$ cat src/rtl/fft4_frame_loader.sv
// rtl/fft4_frame_loader.sv - serial-to-parallel loader assembling 4 complex samples into an fft_4 frame
// One fill buffer plus one output holding register, so a new frame loads while the last one waits.
module fft4_frame_loader #(
    parameter int DATA_WIDTH = 64
) (
    input  logic                  clk,
    input  logic                  rst,
    input  logic                  in_valid,
    output logic                  in_ready,
    input  logic [DATA_WIDTH-1:0] in_r,
    input  logic [DATA_WIDTH-1:0] in_i,
    output logic [DATA_WIDTH-1:0] x1_r,
    output logic [DATA_WIDTH-1:0] x1_i,
    output logic [DATA_WIDTH-1:0] x2_r,
    output logic [DATA_WIDTH-1:0] x2_i,
    output logic [DATA_WIDTH-1:0] x3_r,
    output logic [DATA_WIDTH-1:0] x3_i,
    output logic [DATA_WIDTH-1:0] x4_r,
    output logic [DATA_WIDTH-1:0] x4_i,
    output logic                  frame_valid,
    input  logic                  frame_ready,
    output logic [15:0]           frame_cnt
);

    logic [1:0]                 wr_cnt_q, wr_cnt_d;
    logic                       fill_full_q, fill_full_d;
    logic [3:0][DATA_WIDTH-1:0] fill_r_q, fill_r_d;
    logic [3:0][DATA_WIDTH-1:0] fill_i_q, fill_i_d;
    logic [3:0][DATA_WIDTH-1:0] x_r_q, x_r_d;
    logic [3:0][DATA_WIDTH-1:0] x_i_q, x_i_d;
    logic                       frame_valid_q, frame_valid_d;
    logic [15:0]                frame_cnt_q, frame_cnt_d;

    logic accept;
    logic xfer;
    logic handshake;

    // in_ready looks through xfer to frame_ready so a blocked loader resumes the same cycle
    assign xfer      = fill_full_q && (!frame_valid_q || frame_ready);
    assign handshake = frame_valid_q && frame_ready;
    assign in_ready  = !rst && (!fill_full_q || xfer);
    assign accept    = in_valid && in_ready;

    always_comb begin
        wr_cnt_d      = wr_cnt_q;
        fill_full_d   = fill_full_q;
        fill_r_d      = fill_r_q;
        fill_i_d      = fill_i_q;
        x_r_d         = x_r_q;
        x_i_d         = x_i_q;
        frame_valid_d = frame_valid_q;
        frame_cnt_d   = frame_cnt_q;

        if (xfer) begin
            x_r_d         = fill_r_q;
            x_i_d         = fill_i_q;
            frame_valid_d = 1'b1;
            fill_full_d   = 1'b0;
        end else if (handshake) begin
            frame_valid_d = 1'b0;
        end

        // While fill_full is set wr_cnt is 0, so an accept here never collides with the clear above
        if (accept) begin
            fill_r_d[wr_cnt_q] = in_r;
            fill_i_d[wr_cnt_q] = in_i;
            if (wr_cnt_q == 2'd3) begin
                wr_cnt_d    = 2'd0;
                fill_full_d = 1'b1;
            end else begin
                wr_cnt_d = wr_cnt_q + 2'd1;
            end
        end

        if (handshake) begin
            frame_cnt_d = frame_cnt_q + 16'd1;
        end
    end

    always_ff @(posedge clk) begin
        if (rst) begin
            wr_cnt_q      <= 2'd0;
            fill_full_q   <= 1'b0;
            fill_r_q      <= '0;
            fill_i_q      <= '0;
            x_r_q         <= '0;
            x_i_q         <= '0;
            frame_valid_q <= 1'b0;
            frame_cnt_q   <= 16'd0;
        end else begin
            wr_cnt_q      <= wr_cnt_d;
            fill_full_q   <= fill_full_d;
            fill_r_q      <= fill_r_d;
            fill_i_q      <= fill_i_d;
            x_r_q         <= x_r_d;
            x_i_q         <= x_i_d;
            frame_valid_q <= frame_valid_d;
            frame_cnt_q   <= frame_cnt_d;
        end
    end

    assign x1_r        = x_r_q[0];
    assign x1_i        = x_i_q[0];
    assign x2_r        = x_r_q[1];
    assign x2_i        = x_i_q[1];
    assign x3_r        = x_r_q[2];
    assign x3_i        = x_i_q[2];
    assign x4_r        = x_r_q[3];
    assign x4_i        = x_i_q[3];
    assign frame_valid = frame_valid_q;
    assign frame_cnt   = frame_cnt_q;

endmodule
$ cat config.mk
export PLATFORM = sky130hd
export DESIGN_NAME = fft4_frame_loader
export DESIGN_NICKNAME = d
export VERILOG_FILES = /design/src/rtl/fft4_frame_loader.sv
export SDC_FILE = /design/constraint.sdc
export NUM_CORES = 2
export LEC_CHECK = 0
export ABC_AREA = 1
export CAP_MARGIN = 0
export CORE_MARGIN = 2
export CORE_UTILIZATION = 40
export DETAILED_ROUTE_END_ITERATION = 16
export DONT_BUFFER_PORTS = 1
export MAX_ROUTING_LAYER = met4
export PLACE_DENSITY = 0.58
export SYNTH_ARGS = -nofsm -noshare
export SYNTH_HDL_FRONTEND = slang
export SYNTH_SLANG_ARGS = --single-unit
$ cat constraint.sdc
create_clock -name clk -period 1.85 [get_ports clk]
set_input_delay 0.37 -clock clk [delete_from_list [all_inputs] [get_ports clk]]
set_output_delay 0.37 -clock clk [all_outputs]
set_load 0.01 [all_outputs]
==> metrics.csv <==
metric,value,unit
most-common-layout-cells,"dfxtp_1, nor2_1, a21oi_1",
final-setup-viol-count,0,
grt.total_usage,0.256,
synth_edf_count,0,
hold_ws,-142,ps
power.leakage,14.7,nW
crit_arrival,1450,ps
required,1480,ps
dr.first_iter.drc_count,2967,
violations,negative hold slack,
die_x,307,um
antenna_found_initial,7,
fin_crit_sh,0.983,
slew_viol_final,0,
synth-seq-area-share,0.570,
dp_hpwl,77100,um
ys_async_sr_fraction,0,
crit_path_end_kind,output pin,
ant_nets,0,
syn_inst,4603,
numCtsBuffers,108,
slew_headroom,0.239,
htreeDepth,3,
syn_avg_cell_area,7.97,sq um
synthDistinctLibCells,22,
start_util,0.402,
power.density,1100,mW/mm^2
vdd_drop_max,857,uV
io_pins,662,
path_clk_slew,60,ps
wire_per_inst,21.0,um
fillCellCount,8978,
routed_via_density,5.39,
clock_skew,28.6,ps
grt_max_degree,479,
port_buffers,0,
die-area,0.0941,sq mm
firstDrtPassIters,5,
clk_root_buffer_cell,clkbuf_16,
status,"finished, violations left",
synth-warning-count,0,
fin_ws,32.4,ps
hold_viol,52,
finalCriticalPeriod,1820,ps
syn_nets,4740,
place_area,0.0380,sq mm
crit_path_max_fanout,2,
hold_class,in -> reg,
grt_pass1_wl,183000,um
drive_gt1_frac,0.0633,
routabilityCongestion,0.850,
area_growth,16.8,%
cts_tree,done,
drc,0,
overflow,0,
drv_cap,0,
clk_path_buf_depth,3,
fmax,550,MHz
preCtsSetupSlack,139,ps
start_kind,primary input,
rows,111,
drt_wl_total,123000,um
grt_pass1_vias,28400,
die_h,307,um
ys_seq_elements,1044,
synth_ff_type,dfxtp_1,
tightest_slew,1140,ps
fin_nets,4707,
critPathKind,in -> out,
fin_area,0.0428,sq mm
dr_total_vias,31500,
utilization,0.469,
cts_sinks,1044,
tns,0,ps
synth.cell_area,0.0367,sq mm
core-area,0.0912,sq mm
mostFrequentLayoutCell,dfxtp_1,
clkLatencyLatePin,700,ps
registers in the layout, indices dropped and copies added, names as in the netlist:
signal       flops
fill_i_q       256
frame_cnt       16
x3_i            64
x4_r            64
wr_cnt_q         2
fill_full_q      1
frame_valid      1
fill_r_q       256
x2_r            64
x1_i            64
x1_r            64
x3_r            64
x4_i            64
x2_i            64
synthesized netlist by cell type, types with 5 or more instances:
cell type  number  area (sq um)
inv_1          62           233
nor2_1        970          3640
o21ai_1        14          70.1
buf_2         135           676
nand3_1       481          2410
dfxtp_1      1044         20900
ha_1            5          62.6
o21ai_0       549          2750
a21oi_1       563          2820
nand2_1       509          1910
buf_4          40           300
clkbuf_1      217           815
metal layers:
metal  GRT usage  wire (um)  share of wire  vias up
met4       0.118       5640          0.046        0
li1            -          -              -    15100
met5           -          0              0        -
met2       0.385      55800           0.46     1112
met1       0.326      51700           0.42    15000
met3      0.0595       9410          0.077      260
path summary, 6_finish.rpt:
| check | from | to | slack (ps) | cells after the start |
|---|---|---|---|---|
| max reg2reg | frame_valid | x3_i[3] | 50 | 7 |
| min | rst | fill_i_q[79] | -140 | 1 |
| min reg2reg | fill_r_q[46] | fill_r_q[46] | 450 | 2 |
| max | frame_ready | in_ready | 30 | 5 |
cell families after synthesis:
family / share of synthesized area
AND/OR/NAND/NOR: 0.219
adder cells (fa/ha/maj): 0.00171
AO/OA/AOI/OAI: 0.154
buffers and inverters: 0.0556
flip-flops: 0.570
area by class of cell:
type                            instances  area [sq um]  area share
Clock buffer                          159          3120      0.0728
Sequential cell                      1044         20900       0.488
Timing Repair Buffer                  250          2890      0.0676
Inverter                               65           263     0.00614
Antenna cell                            9          22.5    0.000526
Multi-Input combinational cell       3101         13800       0.323
Clock inverter                         27           298     0.00695
Tap cell                             1186          1480      0.0347
metrics by stage:
step                total power, mW  instances
floorplan                      25.1       4603
global placement               25.8       5512
detailed placement             25.8       5512
CTS                            47.3       5815
global route                   48.7       5840
finish                         47.0       5841
critical path, cell delays in order:
cell,delay [ps]
dlygate4sd3_1,610
inv_2,100
nand3_4,90
nand2_4,90
clkinvlp_4,180
timing repair:
action | 4_1_cts | 5_1_grt
hold buffers | 114 | 17
buffers inserted | 3 | 0
resized for setup | 7 | 0
hold endpoints to repair | 517 | 333
setup endpoints to repair | 1 | 0
power breakdown:
group	total, mW	switching [mW]	internal, mW
Clock	21.2	9.04	12.1
Combinational	2.66	1.78	0.878
Sequential	23.2	0.278	22.9
Total	47.0	11.1	35.9
Note: power is estimated with default switching activity, not from simulation.
==> RTL change, RTL diff (same settings) <==
Make the reset (`rst`) asynchronous in one clocked block.
--- a/src/rtl/fft4_frame_loader.sv
+++ b/src/rtl/fft4_frame_loader.sv
@@ -79,3 +79,3 @@
 
-    always_ff @(posedge clk) begin
+    always_ff @(posedge clk or posedge rst) begin
         if (rst) begin
Function: not settled (the Yosys comparison gave no result); the edit may change what the design does.
==> RTL change against the unedited design <==
  * Global-route usage is 2.8 points lower
  * Sequential share of layout area is 7.1 points higher
  * Count of clock-buffer cells in the layout is 3 lower
  * Clock skew is 0.012 ns lower
  * Wire length is 8.9% lower
  * Non-clock buffer count is 24 higher
  * Design area is 9.2% higher
  * Worst setup slack better by 0.047 ns
  * Sequential cell count stayed put
  * Synthesized area is 7.7% higher
  * Largest cell class unchanged
Power is not compared: it rests on default switching activity, and its combinational part moved more than twofold at a synthesized area within 25%.
==> RTL change: results (changes against the unedited design) <==
| Metric | Value |
|---|---|
| Met3 WL | 10500 µm (was 9410 µm) |
| Met2 WL post-DR | 50100 µm (was 55800 µm) |
| Post-synthesis cell type count | 22 (unchanged) |
| GRT met1 Usage | 0.294 (was 0.326) |
| IO Port Bufs | 0 (unchanged) |
| Crit-path slowest cell | dfrtp_2 (was dlygate4sd3_1) |
| Initial antenna violation count | 2 (was 7) |
| Top cells by area, synth | dfrtp_1 66%, nand2_1 15%, nand3_1 6.6% (was dfxtp_1 57%, nor2_1 9.9%, a21oi_1 7.7%) |
| Synth cell count leaders | 1583 x nand2_1, 1044 x dfrtp_1, 518 x nand3_1, 392 x o21ai_1, 144 x inv_1 (was 1044 x dfxtp_1, 970 x nor2_1, 563 x a21oi_1, 549 x o21ai_0, 509 x nand2_1) |
| Clock Tree Buf Depth | 3 (unchanged) |
| Nets | 4369 (was 4707) |
| WP data arrival | 1.40 ns (was 1.45 ns) |
| Status | completed (was finished with violations) |
| Gr usage total | 0.228 (was 0.256) |
| Max stage delay on crit path | 0.47 ns (was 0.61 ns) |
| Inserted Clock Buffers | 107 (was 108) |
| Most common cell in the netlist | nand2_1 (was dfxtp_1) |
| H-tree depth | 3 (unchanged) |
| Syn Nets | 4267 (was 4740) |
| Final WL | 112000 µm (was 123000 µm) |
| Post-DP Area | 41800 µm² (was 38000 µm²) |
| Fin Clk Skew | 0.0170 ns (was 0.0286 ns) |
| Sequential share of the synthesized area | 0.661 (was 0.570) |
| Non-Filler Instances | 5609 (was 5841) |
| Pin count of the biggest net entering global routing | 104 (was 479) |
| Vias in the first global route | 28300 (was 28400) |
| Filler cells | 9147 (was 8978) |
| Gate power share | 0.165 |
| Clock Latency Late Sink | 0.68 ns (was 0.70 ns) |
| Slew @ Worst Pin | 0.641 ns (was 1.14 ns) |
| Clock-pin slew on the worst setup and hold paths | 0.06 ns (about the same) |
| Yosys warning count | 0 (unchanged) |
| Final Wtd Congestion | 0.829 (was 0.850) |
| Leak Pwr | between 20 and 25 nW |
| Routed vias/inst | 5.08 (was 5.39) |
| DR top layer | met4 (unchanged) |
| Delay-heaviest family, CP | flip-flops (was buffers and inverters) |
| Critical Path Fanout Max | 4 (was 2) |
| Syn Inst Count | 4130 (was 4603) |
| P_seq | about 42 mW |
| DR iter-0 viols | 2239 (was 2967) |
| Sequential share of power | 0.548 |
| Root buffer cell | clkbuf_16 (unchanged) |
| M1 WL | 47700 µm (was 51700 µm) |
| Async set-reset flop share out of synthesis | 1.00 (was 0) |
| Switching pwr | 26.0 mW |
| Top Registers | fill_i_q x256, fill_r_q x256 (unchanged) |
| Initial DRT Pass Iterations | 5 (unchanged) |
| Worst slack at placement | 0.227 ns (was 0.139 ns) |
| Met2 GRT Util | 0.338 (was 0.385) |
| Hold Path Class | in2reg (unchanged) |
| Placed cells | 5282 (was 5512) |
| M3 GR Usage | 0.0782 (was 0.0595) |
| Share of cells above drive strength 1 | 0.0778 (was 0.0633) |
| Max IR drop VDD | slightly above 0.8 mV |
| Hpwl dp | 75700 µm (was 77100 µm) |
| First-pass GRT wire length | 176000 µm (was 183000 µm) |
-- RTL change: changes by cell type in the layout (fill, tap and decap cells not counted), sizes merged, moves of 7 or more --
cell / unedited run / this run
a21oi: 563 / 0
nand2: 510 / 1584
o21ai: 563 / 516
diode: 9 / 2
dfrtp: 0 / 1044
nand3: 482 / 519
nor2: 971 / 17
buf: 119 / 148
dfxtp: 1044 / 0
clkinv: 18 / 25
inv: 66 / 148
-- RTL change: path summary, 6_finish.rpt --
kind	end	startpoint	depth (start not counted)	slack (ns)
setup / recovery	in_ready	frame_valid	3	0.08
hold / removal	fill_r_q[195]	in_r[3]	2	0.03
setup reg to reg	x4_r[30]	fill_full_q	5	0.21
hold reg to reg	fill_i_q[5]	fill_i_q[5]	2	0.48
max in group asynchronous	fill_r_q[137]	rst	5	0.32
min in group asynchronous	fill_full_q	rst	3	0.05
-- RTL change: logic make-up (layout without fill, tap and decap cells) --
logic type | Yosys count | in the layout | share of synthesized area
compound gates | 516 | 516 | 0.0654
buf+inv | 425 | 615 | 0.0492
simple gates | 2133 | 2133 | 0.221
flops | 1044 | 1044 | 0.661
other cells | 0 | 2 | 0
fa+ha+maj | 5 | 5 | 0.00158
xor+xnor | 7 | 7 | 0.00155
-- RTL change: timing repair --
action | CTS | global route
resized for setup | 3 | 0
setup endpoints to repair | 2 | 0
setup buffers | 2 | 0
endpoints found under the hold margin | 503 | 0
hold buffers | 126 | 0
-- RTL change: area by class of cell --
type	count	area [µm²]	share of cell area
Antenna cell	2	5.00	0.000107
Clock buffer	156	3170	0.0677
Clock inverter	41	457	0.00977
Inverter	144	544	0.0116
Multi-Input combinational cell	2661	11500	0.246
Sequential cell	1044	26100	0.559
Tap cell	1287	1610	0.0344
Timing Repair Buffer	274	3340	0.0714
